### src/rtl/gpio_pkg.sv
// Shared constants and helpers for the GPIO / seven-segment register block.
package gpio_pkg;

   localparam logic [3:0] GPIO_OFF_SEG = 4'h0;
   localparam logic [3:0] GPIO_OFF_LED = 4'h4;
   localparam logic [3:0] GPIO_OFF_SW  = 4'h8;
   localparam logic [3:0] GPIO_OFF_BTN = 4'hC;

   localparam int BTN_IE_LSB = 16;

   function automatic logic [31:0] strb_mask(input logic [3:0] strb);
      logic [31:0] m;
      m = '0;
      for (int b = 0; b < 4; b++)
         if (strb[b]) m[8*b +: 8] = 8'hFF;
      return m;
   endfunction

endpackage

### src/rtl/gpio_debounce.sv
// Per-bit two-flop synchronizer and hold-time debouncer.
module gpio_debounce #(
   parameter int WIDTH           = 1,
   parameter int DEBOUNCE_CYCLES = 20000
) (
   input  logic             clk,
   input  logic             rst,
   input  logic [WIDTH-1:0] i_raw,
   output logic [WIDTH-1:0] o_stable,
   output logic [WIDTH-1:0] o_rise
);

   localparam int CW =
      (DEBOUNCE_CYCLES > 1) ? $clog2(DEBOUNCE_CYCLES) : 1;
   localparam logic [CW-1:0] CMAX = CW'(DEBOUNCE_CYCLES - 1);

   logic [WIDTH-1:0] r_s1;
   logic [WIDTH-1:0] r_s2;
   logic [WIDTH-1:0] r_stable;
   logic [WIDTH-1:0] r_rise;
   logic [CW-1:0]    r_cnt [WIDTH];

   always_ff @(posedge clk) begin
      if (!rst) begin
         r_s1     <= '0;
         r_s2     <= '0;
         r_stable <= '0;
         r_rise   <= '0;
         for (int i = 0; i < WIDTH; i++) r_cnt[i] <= '0;
      end else begin
         r_s1   <= i_raw;
         r_s2   <= r_s1;
         r_rise <= '0;
         for (int i = 0; i < WIDTH; i++) begin
            // any cycle back at the stable level restarts the hold time
            if (r_s2[i] == r_stable[i]) begin
               r_cnt[i] <= '0;
            end else if (r_cnt[i] == CMAX) begin
               r_cnt[i]    <= '0;
               r_stable[i] <= r_s2[i];
               r_rise[i]   <= r_s2[i];
            end else begin
               r_cnt[i] <= r_cnt[i] + 1'b1;
            end
         end
      end
   end

   assign o_stable = r_stable;
   assign o_rise   = r_rise;

endmodule

### src/rtl/gpio_seg_regs.sv
// Memory-mapped GPIO block: segment value, LEDs, debounced switches,
// sticky button events with interrupt enable.
module gpio_seg_regs
   import gpio_pkg::*;
#(
   parameter int DEBOUNCE_CYCLES = 20000,
   parameter int NUM_SW          = 16,
   parameter int NUM_BTN         = 5,
   parameter int NUM_LED         = 16
) (
   input  logic               clk,
   input  logic               rst,
   input  logic               req,
   input  logic               we,
   input  logic [3:0]         addr,
   input  logic [31:0]        wdata,
   input  logic [3:0]         wstrb,
   output logic [31:0]        rdata,
   output logic               ack,
   input  logic [NUM_SW-1:0]  sw_in,
   input  logic [NUM_BTN-1:0] btn_in,
   output logic [31:0]        seg_num,
   output logic [NUM_LED-1:0] led,
   output logic               irq
);

   logic [31:0]        r_seg;
   logic [NUM_LED-1:0] r_led;
   logic [NUM_BTN-1:0] r_evt;
   logic [NUM_BTN-1:0] r_ie;
   logic [31:0]        r_rdata;
   logic               r_ack;
   logic               r_irq;

   logic [NUM_SW-1:0]  w_sw_stable;
   logic [NUM_SW-1:0]  w_sw_rise;
   logic [NUM_BTN-1:0] w_btn_stable;
   logic [NUM_BTN-1:0] w_btn_rise;

   logic               w_acc;
   logic               w_wr;
   logic [31:0]        w_mask;
   logic [31:0]        w_wbits;
   logic [31:0]        w_ie_mask;
   logic [31:0]        w_ie_bits;
   logic [NUM_BTN-1:0] w_clr;
   logic               w_sel_seg;
   logic               w_sel_led;
   logic               w_sel_sw;
   logic               w_sel_btn;
   logic [31:0]        w_rd;
   logic               w_unused;

   gpio_debounce #(
      .WIDTH           (NUM_SW),
      .DEBOUNCE_CYCLES (DEBOUNCE_CYCLES)
   ) u_sw_db (
      .clk      (clk),
      .rst      (rst),
      .i_raw    (sw_in),
      .o_stable (w_sw_stable),
      .o_rise   (w_sw_rise)
   );

   gpio_debounce #(
      .WIDTH           (NUM_BTN),
      .DEBOUNCE_CYCLES (DEBOUNCE_CYCLES)
   ) u_btn_db (
      .clk      (clk),
      .rst      (rst),
      .i_raw    (btn_in),
      .o_stable (w_btn_stable),
      .o_rise   (w_btn_rise)
   );

   // an ack cycle never accepts, so back-to-back requests alternate
   assign w_acc   = req & ~r_ack;
   assign w_wr    = w_acc & we;
   assign w_mask  = strb_mask(wstrb);
   assign w_wbits = wdata & w_mask;

   assign w_sel_seg = (addr[3:2] == GPIO_OFF_SEG[3:2]);
   assign w_sel_led = (addr[3:2] == GPIO_OFF_LED[3:2]);
   assign w_sel_sw  = (addr[3:2] == GPIO_OFF_SW[3:2]);
   assign w_sel_btn = (addr[3:2] == GPIO_OFF_BTN[3:2]);

   assign w_ie_mask = w_mask >> BTN_IE_LSB;
   assign w_ie_bits = w_wbits >> BTN_IE_LSB;
   assign w_clr     = (w_wr && w_sel_btn) ? w_wbits[NUM_BTN-1:0] : '0;

   always_comb begin
      w_rd = '0;
      unique case (1'b1)
         w_sel_seg: w_rd = r_seg;
         w_sel_led: w_rd = 32'(r_led);
         w_sel_sw:  w_rd = 32'(w_sw_stable);
         w_sel_btn: w_rd = 32'(r_evt) | (32'(r_ie) << BTN_IE_LSB);
         default:   w_rd = '0;
      endcase
   end

   always_ff @(posedge clk) begin
      if (!rst) begin
         r_seg   <= '0;
         r_led   <= '0;
         r_evt   <= '0;
         r_ie    <= '0;
         r_rdata <= '0;
         r_ack   <= 1'b0;
         r_irq   <= 1'b0;
      end else begin
         r_ack   <= w_acc;
         r_rdata <= (w_acc && !we) ? w_rd : '0;
         r_irq   <= |(r_evt & r_ie);
         // a rise in the same cycle as its clear leaves the bit set
         r_evt   <= (r_evt & ~w_clr) | w_btn_rise;
         if (w_wr && w_sel_seg)
            r_seg <= (r_seg & ~w_mask) | w_wbits;
         if (w_wr && w_sel_led)
            r_led <= (r_led & ~w_mask[NUM_LED-1:0])
                   | w_wbits[NUM_LED-1:0];
         if (w_wr && w_sel_btn)
            r_ie <= (r_ie & ~w_ie_mask[NUM_BTN-1:0])
                  | w_ie_bits[NUM_BTN-1:0];
      end
   end

   assign w_unused = ^{addr[1:0], w_btn_stable, w_sw_rise};

   assign rdata   = r_rdata;
   assign ack     = r_ack;
   assign seg_num = r_seg;
   assign led     = r_led;
   assign irq     = r_irq;

endmodule

### config.mk
export PLATFORM = sky130hd
export DESIGN_NAME = gpio_seg_regs
export DESIGN_NICKNAME = d
export VERILOG_FILES = /design/src/rtl/gpio_pkg.sv /design/src/rtl/gpio_debounce.sv /design/src/rtl/gpio_seg_regs.sv
export SDC_FILE = /design/constraint.sdc
export NUM_CORES = 1
export LEC_CHECK = 0
export BUFFER_PORTS_ARGS = -buffer_cell sky130_fd_sc_hd__buf_2
export CORE_UTILIZATION = 46
export CTS_CLUSTER_SIZE = 40
export DETAILED_ROUTE_END_ITERATION = 10
export GPL_ROUTABILITY_DRIVEN = 0
export PLACE_DENSITY = 0.67
export SYNTH_ARGS = -nofsm -noshare
export SYNTH_HDL_FRONTEND = slang
export SYNTH_SLANG_ARGS = --single-unit
### constraint.sdc
create_clock -name clk -period 5.1 [get_ports clk]
set_input_delay 0.51 -clock clk [delete_from_list [all_inputs] [get_ports clk]]
set_output_delay 0.51 -clock clk [all_outputs]
set_load 0.02 [all_outputs]
After elaboration in Yosys (flattened, before gate mapping)
Memories as Yosys holds them, arrays and structs flattened.
Cells that the tools add are included.
{"block": "classes", "addsub": 21, "n_eq_ne": 45, "muxes": 301, "bitwise_logic": 108, "n_reduce_logical": 34}
{"operator": "15-bit two-way mux", "n": 63}
{"operator": "15-bit by 1-bit adder with 15-bit output, second input constant", "n": 21}
{"operator": "15-bit == test, second input constant", "n": 21}
{"operator": "1-bit two-way mux", "n": 232}
{"operator": "32-bit case mux with 4 select lines", "n": 1}
{"operator": "32-bit bitwise AND", "n": 2}
{"operator": "1-bit OR", "n": 63}
{"operator": "2-bit AND reduction", "n": 22}
{"operator": "8-bit two-way mux", "n": 4}
{"operator": "32-bit inverter", "n": 1}
{"operator": "32-bit OR", "n": 1}
{"operator": "1-bit inverter", "n": 28}
{"operator": "1-bit == test", "n": 21}
{"operator": "5-bit by 21-bit OR with 21-bit output", "n": 1}
{"operator": "16-bit bitwise AND", "n": 1}
{"operator": "16-bit inverter", "n": 1}
{"operator": "16-bit OR", "n": 1}
{"operator": "5-bit bitwise AND", "n": 3}
{"operator": "3-bit OR reduction", "n": 5}
{"operator": "5-bit inverter", "n": 2}
{"operator": "5-bit OR", "n": 2}
{"operator": "5-bit two-way mux", "n": 1}
{"operator": "5-bit OR reduction", "n": 1}
{"operator": "2-bit == test, second input constant", "n": 2}
{"operator": "other kinds (5)", "n": 9}
{"block": "totals", "ff_bits": 160, "ramBits": 315, "output_inout_bits": 82, "n_memories": 2}
{"memory": "u_sw_db.r_cnt", "depth": 16, "word_bits": 15, "read_ports": 16, "rd_ports_with_merged_regs": 0, "wr": 16, "line": "gpio_debounce.sv:21", "rtl": "logic [CW-1:0] r_cnt [WIDTH];"}
{"memory": "u_btn_db.r_cnt", "depth": 5, "word_bits": 15, "read_ports": 5, "rd_ports_with_merged_regs": 0, "wr": 5, "line": "gpio_debounce.sv:21"}

Logic depth before layout (Yosys ltp)
Gate-level depths: netlist of run 1.
{"block": "depth", "depth_word": 8, "mapped_depth": 7}

By module
A second synthesis of run 1 with hierarchy kept.
{"block": "unflattened", "hier_cells": 2198, "hier_area_um2": 23377.4}
{"module": "gpio_debounce (u_sw_db)", "instances": 1, "cells_each": 1401, "area_per_inst_um2": 15019.4, "seq_area_each_um2": 8488.1}
{"module": "gpio_debounce (u_btn_db)", "instances": 1, "cells_each": 438, "area_per_inst_um2": 4759.6, "seq_area_each_um2": 2652.5}
{"module": "gpio_seg_regs", "instances": 1, "cells_each": 359, "area_per_inst_um2": 3598.5, "seq_area_each_um2": 1841.8}

Worst setup path after synthesis of run 1
OpenSTA, ideal clock, no wires.
{"block": "synth_path", "path_type": "register -> register", "startpoint": "mem u_btn_db.r_cnt[2][0] (netlist bit)", "endpoint": "mem u_btn_db.r_cnt[2][11] (netlist bit) (data pin)", "arrival_time_ns": 1.943, "required_ns": 4.846, "path_slack_ns": 2.902, "path_stages_with_launch": 8, "n_path_buf": 2, "synth_period_minus_slack_ns": 2.198, "path_cell_list": "edfxtp_1 ha_1 buf_2 or4b_1 or4_4 nand3_2 buf_6 nor2_1"}
{"item": "start, declared", "line": "gpio_debounce.sv:21"}

==> insert_results.sql, run 1 <==
INSERT INTO impl_metrics (metric_group, metric, value, unit) VALUES
('global_route', 'antenna_found_initial', '7', ''),
('die', 'core_area', '48050', 'sq um'),
('sta', 'fin_tns_setup', '0', 'ns'),
('setup_path', 'crit_path_end_kind', 'flip-flop', ''),
('drt', 'wl', '44550', 'microns'),
('setup_path', 'path_max_fanout', '23', ''),
('setup_path', 'critical-path-max-stage-delay', '0.86', 'ns'),
('global_route', 'grt_first_pass_wirelength', '73350', 'microns'),
('sta', 'timing.final.hold_violations', '0', ''),
('logic_synthesis', 'netlist.area_leader.share', '0.4187', ''),
('power_and_ir_drop', 'power.leakage', '0.01018', 'uW'),
('clocking', 'inserted_clock_buffers', '52', ''),
('logic_synthesis', 'synth.yosys.warnings', '0', ''),
('drt', 'vias_per_cell', '4.944', ''),
('setup_path', 'r2r_cells', '5', ''),
('setup_path', 'crit_arrival', '2.89', 'ns'),
('die', 'die-area', '50010', 'sq um'),
('setup_path', 'worstReg2RegStart', 'u_btn_db.r_cnt[2][0]', ''),
('sta', 'slew_viol_final', '0', ''),
('setup_path', 'cp.required', '5.57', 'ns'),
('setup_path', 'reg2reg_to', 'u_btn_db.r_cnt[2][3]', ''),
('logic_synthesis', 'netlist_instances', '2089', ''),
('logic_synthesis', 'synth_cell_type_count', '47', ''),
('sta', 'timing.final.crit_share', '0.4749', ''),
('drt', 'drt_pass1_iterations', '5', ''),
('layout', 'final_core_density', '0.5561', ''),
('power_and_ir_drop', 'power.ir.vdd_worst', '0.0002541', 'V'),
('layout', 'layout.nets', '2618', ''),
('die', 'start_util', '0.4703', ''),
('global_route', 'gr-total-overflow', '0', ''),
('sta', 'max_freq', '412.9', 'MHz'),
('logic_synthesis', 'synth-async-reset-ratio', '0', ''),
('layout', 'finalInstanceArea', '26720', 'sq um'),
('power_and_ir_drop', 'power_per_cell_area', '315.1', 'nW/um^2'),
('clocking', 'clock_tree.buffer_depth', '3', ''),
('worst_hold_path', 'hold_path.startpoint', 'sw_in[13]', ''),
('global_route', 'grt.total_usage', '0.1794', ''),
('global_route', 'number_of_global_route_vias_before_repair', '15230', ''),
('worst_hold_path', 'worst_hold_path_type', 'in2reg', ''),
('clocking', 'cts_root_buf', 'sky130_fd_sc_hd__clkbuf_16', ''),
('logic_synthesis', 'synth-seq-area-share', '0.5604', ''),
('run_status', 'run_status', 'finished clean', ''),
('drt', 'post_drt_wl_per_cell', '13.97', 'microns'),
('worst_hold_path', 'hold-path-endpoint', 'u_sw_db.r_s1[13]', ''),
('placed_design', 'placed_cells_incl_taps', '3093', ''),
('clocking', 'post_cts.repair.setup_buffers', '0', ''),
('clocking', 'cts_resized', '0', ''),
('sta', 'report.final.setup_viol', '0', ''),
('die', 'ios', '147', ''),
('sta', 'rsz0062_at_grt', 'no', ''),
('setup_path', 'path_class', 'in2reg', ''),
('logic_synthesis', 'netlist_top_cells_area', 'sky130_fd_sc_hd__edfxtp_1 (42%), sky130_fd_sc_hd__dfxtp_1 (14%), sky130_fd_sc_hd__nor2_1 (5.9%)', ''),
('logic_synthesis', 'synth.avg_cell_area', '10.82', 'sq um'),
('sta', 'finalHoldWorstSlack', '0.1280', 'ns'),
('clocking', 'tritoncts', 'done', ''),
('job', 'maxCapViolations', '0', ''),
('sta', 'period_minus_slack', '2.422', 'ns'),
('drt', 'detailroute.via_count', '15770', ''),
('logic_synthesis', 'synth_enable_flop_cells', '315', ''),
('global_route', 'largest_net_degree_at_the_start_of_global_routing', '114', ''),
('drt', 'drc', '0', ''),
('sta', 'worst_pin_slew', '1.058', 'ns'),
('drt', 'initialDrtViolationCount', '802', ''),
('logic_synthesis', 'synth_top_cell_by_area', 'sky130_fd_sc_hd__edfxtp_1', ''),
('clocking', 'cts_htree_levels', '2', ''),
('layout', 'fin_cells', '3189', ''),
('drt', 'final_antenna_net_count', '0', ''),
('setup_path', 'crit_chain', 'buf_2 > nor2_1 > nand3_1 > mux2i_1 > nor2b_1', ''),
('logic_synthesis', 'mappedNetlistArea', '22590', 'sq um'),
('placed_design', 'io_buffer_count', '144', ''),
('layout', 'final_layout_size_suffix_gt1_frac', '0.09561', '');
critical path, delay by kind of cell:
kind	cells	cell delay, ns
buf+inv	1	0.30
simple gates	3	1.71
mux	1	0.36
cells in the final DEF (no fill, tap or decap), types with 3 or more instances in the layout:
master,count
sky130_fd_sc_hd__a21oi_1,16
sky130_fd_sc_hd__a22oi_1,6
sky130_fd_sc_hd__a31oi_1,5
sky130_fd_sc_hd__and2_1,62
sky130_fd_sc_hd__and3_1,24
sky130_fd_sc_hd__and4_1,33
sky130_fd_sc_hd__buf_2,143
sky130_fd_sc_hd__buf_4,4
sky130_fd_sc_hd__clkbuf_1,14
sky130_fd_sc_hd__clkbuf_16,58
sky130_fd_sc_hd__clkbuf_8,10
sky130_fd_sc_hd__clkinv_2,10
sky130_fd_sc_hd__conb_1,315
sky130_fd_sc_hd__dfxtp_1,160
sky130_fd_sc_hd__edfxtp_1,315
sky130_fd_sc_hd__ha_1,21
sky130_fd_sc_hd__inv_1,58
sky130_fd_sc_hd__mux2i_1,85
sky130_fd_sc_hd__mux4_2,5
sky130_fd_sc_hd__nand2_1,85
sky130_fd_sc_hd__nand3_1,131
sky130_fd_sc_hd__nand3_2,3
sky130_fd_sc_hd__nand4_1,103
sky130_fd_sc_hd__nand4b_1,6
sky130_fd_sc_hd__nor2_1,358
sky130_fd_sc_hd__nor2b_1,80
sky130_fd_sc_hd__nor3_1,62
sky130_fd_sc_hd__nor4_1,48
sky130_fd_sc_hd__nor4b_1,23
sky130_fd_sc_hd__o21ai_0,7
sky130_fd_sc_hd__o31ai_1,3
sky130_fd_sc_hd__or4_1,6
sky130_fd_sc_hd__or4_4,3
sky130_fd_sc_hd__xnor2_1,146
sky130_fd_sc_hd__xor2_1,143
metal layers:
layer,global-route usage,vias to the layer above,share of wire
met2,0.2955,242,0.46
li1,-,7999,-
met4,0.05612,12,0.025
met5,0,-,0.0017
met1,0.2321,7430,0.46
met3,0.04460,84,0.051
power breakdown:
group / internal, uW / total (uW) / leakage, uW / switching [uW]
sequential: 4230 / 4370 / 0.00455 / 135
combinational: 142 / 344 / 0.00478 / 202
clock: 2210 / 3710 / 0.000856 / 1500
total: 6580 / 8420 / 0.0102 / 1840
how the worst max path moves through the flow:
stage	start	to	cells past startpoint	slack (ns)
after detailed placement	addr[3]	flip-flop	5	2.07
after global placement	addr[3]	flip-flop	5	2.13
after global routing	u_btn_db.r_cnt[2][0]	u_btn_db.r_cnt[2][11]	5	2.55
after CTS	u_btn_db.r_cnt[2][0]	u_btn_db.r_cnt[2][3]	5	2.70
after floorplan	u_btn_db.r_cnt[2][0]	u_btn_db.r_cnt[2][11]	7	2.90
final	addr[3]	flip-flop	5	2.68
final cells by class:
class	count	area (sq um)
multi-input cells	1797	10590
well taps	615	769.5
fillers	4186	21330
clock inverters	13	73.82
repair buffers	148	765.7
inverters	58	217.7
clock buffers	82	1642
diodes	1	2.502
flip-flops and latches	475	12660
cell families (layout without fill, tap and decap cells):
| group | Yosys count | count (layout) | share of synthesized area |
|---|---|---|---|
| simple gates | 1043 | 1043 | 0.2396 |
| flops | 475 | 475 | 0.5604 |
| xor+xnor | 289 | 289 | 0.1120 |
| buf+inv | 131 | 301 | 0.02326 |
| mux | 90 | 90 | 0.04264 |
| compound gates | 39 | 39 | 0.01024 |
| fa+ha+maj | 21 | 21 | 0.01163 |
| other cells | 1 | 316 | 0.0001660 |
metrics by stage:
step / worst slack, ns / total power [uW]
floorplan: 2.902 / 4672
global placement: 2.132 / 4772
detailed placement: 2.067 / 4785
CTS: 2.696 / 8526
global route: 2.554 / 8741
finish: 2.678 / 8420
Power figures use the tool's default switching activity.
==> run 2, diff against run 1 <==
--- a/config.mk
+++ b/config.mk
@@ -10,7 +10,7 @@
 export CTS_CLUSTER_SIZE = 40
 export DETAILED_ROUTE_END_ITERATION = 10
 export GPL_ROUTABILITY_DRIVEN = 0
-export PLACE_DENSITY = 0.67
+export PLACE_DENSITY = 0.7
 export SYNTH_ARGS = -nofsm -noshare
 export SYNTH_HDL_FRONTEND = slang
 export SYNTH_SLANG_ARGS = --single-unit
==> constraint.sdc (replaced) <==
create_clock -name clk -period 2.1 [get_ports clk]
set_input_delay 0.21 -clock clk [delete_from_list [all_inputs] [get_ports clk]]
set_output_delay 0.21 -clock clk [all_outputs]
set_load 0.02 [all_outputs]
==> run 2 against run 1 <==
Critical path depth is the same. Largest cell class unchanged. Cell area is 4.1% higher. Setup slack lost 2.6 ns. Critical path type is now reg2reg. Wire length rose by 4.1%.
==> insert_results.sql, run 2 (synthesis gave the netlist of run 1 again) <==
INSERT INTO impl_metrics (metric_group, metric, value, unit) VALUES
('run_status', 'run_status', 'finished clean', ''),
('power_and_ir_drop', 'total_power', '20440', 'uW'),
('layout', 'final_layout_size_suffix_gt1_frac', '0.1197', ''),
('sta', 'fin_tns_setup', '0', 'ns'),
('power_and_ir_drop', 'power_per_cell_area', '734.9', 'nW/um^2'),
('sta', 'rsz0062_at_grt', 'yes', ''),
('layout', 'fillCellCount', '4133', ''),
('drt', 'post_drt_wl_per_cell', '13.99', 'microns'),
('clocking', 'tritoncts', 'done', ''),
('drt', 'initialDrtViolationCount', '913', ''),
('clocking', 'cts_root_buf', 'sky130_fd_sc_hd__clkbuf_16', ''),
('global_route', 'grt_first_pass_wirelength', '75910', 'microns'),
('layout', 'signed_area_change_from_the_synthesized_netlist_to_the_final_layout', '23.12', '%'),
('drt', 'final_antenna_net_count', '0', ''),
('power_and_ir_drop', 'power.ir.vdd_worst', '0.0005403', 'V'),
('die', 'ios', '147', ''),
('global_route', 'antenna_found_initial', '3', ''),
('layout', 'final_cell_mix', 'sky130_fd_sc_hd__nor2_1 (358), sky130_fd_sc_hd__edfxtp_1 (315), sky130_fd_sc_hd__conb_1 (315)', ''),
('clocking', 'clk_pin_slew', '0.06', 'ns'),
('layout', 'layout.nets', '2741', ''),
('die', 'die_w', '223.6', 'microns'),
('clocking', 'clkLatencyLatePin', '0.59', 'ns'),
('placed_design', 'detailed_place.area', '25530', 'sq um'),
('clocking', 'inserted_clock_buffers', '51', ''),
('sta', 'slew_viol_final', '0', ''),
('layout', 'most_common_cell_after_layout_fill_and_taps_aside', 'sky130_fd_sc_hd__nor2_1', ''),
('drt', 'drc', '0', ''),
('setup_path', 'register_to_register_setup_slack', '0.07', 'ns'),
('global_route', 'grt.total_usage', '0.1854', ''),
('setup_path', 'crit_path_start', 'u_btn_db.r_cnt[2][0]', ''),
('sta', 'finalClockSkew', '0.02401', 'ns'),
('sta', 'report.final.setup_viol', '0', ''),
('setup_path', 'crit_arrival', '2.38', 'ns'),
('layout', 'antenna_cells', '0', ''),
('die', 'core_area', '48050', 'sq um'),
('layout', 'finalInstanceArea', '27820', 'sq um'),
('sta', 'timing.final.crit_share', '0.9665', ''),
('global_route', 'gr-total-overflow', '0', ''),
('setup_path', 'path_class', 'reg2reg', ''),
('sta', 'timing.final.hold_violations', '0', ''),
('sta', 'slew_headroom', '0.6162', ''),
('worst_hold_path', 'hold_path.startpoint', 'wstrb[0]', ''),
('die', 'row_count', '80', ''),
('drt', 'drt_pass1_iterations', '5', ''),
('sta', 'max_freq', '492.7', 'MHz'),
('setup_path', 'critPathLaunchType', 'flip-flop', ''),
('worst_hold_path', 'worst_hold_path_type', 'in2reg', ''),
('placed_design', 'io_buffer_count', '144', ''),
('clocking', 'clock_tree.buffer_depth', '3', ''),
('sta', 'finalHoldWorstSlack', '0.1652', 'ns'),
('setup_path', 'worstReg2RegStart', 'u_btn_db.r_cnt[2][0]', ''),
('power_and_ir_drop', 'power.leakage', '0.01075', 'uW'),
('setup_path', 'path_max_fanout', '7', ''),
('global_route', 'number_of_global_route_vias_before_repair', '15950', ''),
('job', 'maxCapViolations', '0', ''),
('drt', 'vias_per_cell', '4.970', ''),
('global_route', 'largest_net_degree_at_the_start_of_global_routing', '33', ''),
('drt', 'wl', '46360', 'microns'),
('sta', 'period_minus_slack', '2.030', 'ns'),
('die', 'die-area', '50010', 'sq um'),
('placed_design', 'detailed_place_hpwl', '33030', 'microns'),
('die', 'chipHeight', '223.6', 'microns'),
('clocking', 'cts.sink_count', '475', ''),
('setup_path', 'crit_path_end_kind', 'flip-flop', ''),
('clocking', 'cts_htree_levels', '2', ''),
('die', 'start_util', '0.4703', ''),
('clocking', 'post_cts.repair.setup_buffers', '0', ''),
('layout', 'final_core_density', '0.5790', ''),
('drt', 'detailroute.via_count', '16470', ''),
('sta', 'worst_pin_slew', '0.5737', 'ns'),
('setup_path', 'cp.required', '2.45', 'ns');
[run 2: critical path, cell delays in order (launching register included)]
cell	delay [ns]
sky130_fd_sc_hd__edfxtp_1	0.35
sky130_fd_sc_hd__ha_1	0.18
sky130_fd_sc_hd__or4b_1	0.45
sky130_fd_sc_hd__or4_4	0.60
sky130_fd_sc_hd__nand3_4	0.14
sky130_fd_sc_hd__nor2_1	0.07
[run 2: timing repair]
item	CTS	global route
gates resized for setup	0	9
hold endpoints to repair	81	0
hold buffers	55	0
setup endpoints to repair	0	71
[run 2: path summary, 6_finish.rpt]
path	endpoint	cells after the start
max	u_btn_db.r_cnt[2][13]	5
min reg2reg	u_sw_db.r_s2[4]	1
min	r_evt[4]	3
max reg2reg	u_btn_db.r_cnt[2][13]	5
[run 2: final cells by class]
class	count	area (sq um)	share of cell area
Sequential cell	475	12660	0.4552
Multi-Input combinational cell	1798	10670	0.3834
Timing Repair Buffer	271	1839	0.06612
Clock buffer	69	1483	0.05330
Tap cell	615	769.5	0.02766
Inverter	58	217.7	0.007826
Clock inverter	27	181.4	0.006522
[run 2: through the flow]
stage,std cells,setup WS (ns)
floorplan,2403,-0.08368
global placement,3161,0.05540
finish,3313,0.07044
global route,3313,-0.003451
CTS,3312,0.01411
detailed placement,3161,0.01907
[run 2: power by group]
group	leakage, uW	internal, uW	switching (uW)
Clock	0.000835	5090	3740
Sequential	0.00455	10300	308
Combinational	0.00537	471	560
Total	0.0108	15800	4600
[run 2: layer usage]
layer / wire, microns / global-route usage
met1: 20580 / 0.2376
met2: 22120 / 0.3138
met3: 2448 / 0.03358
met4: 1181 / 0.06650
met5: 23 / 0
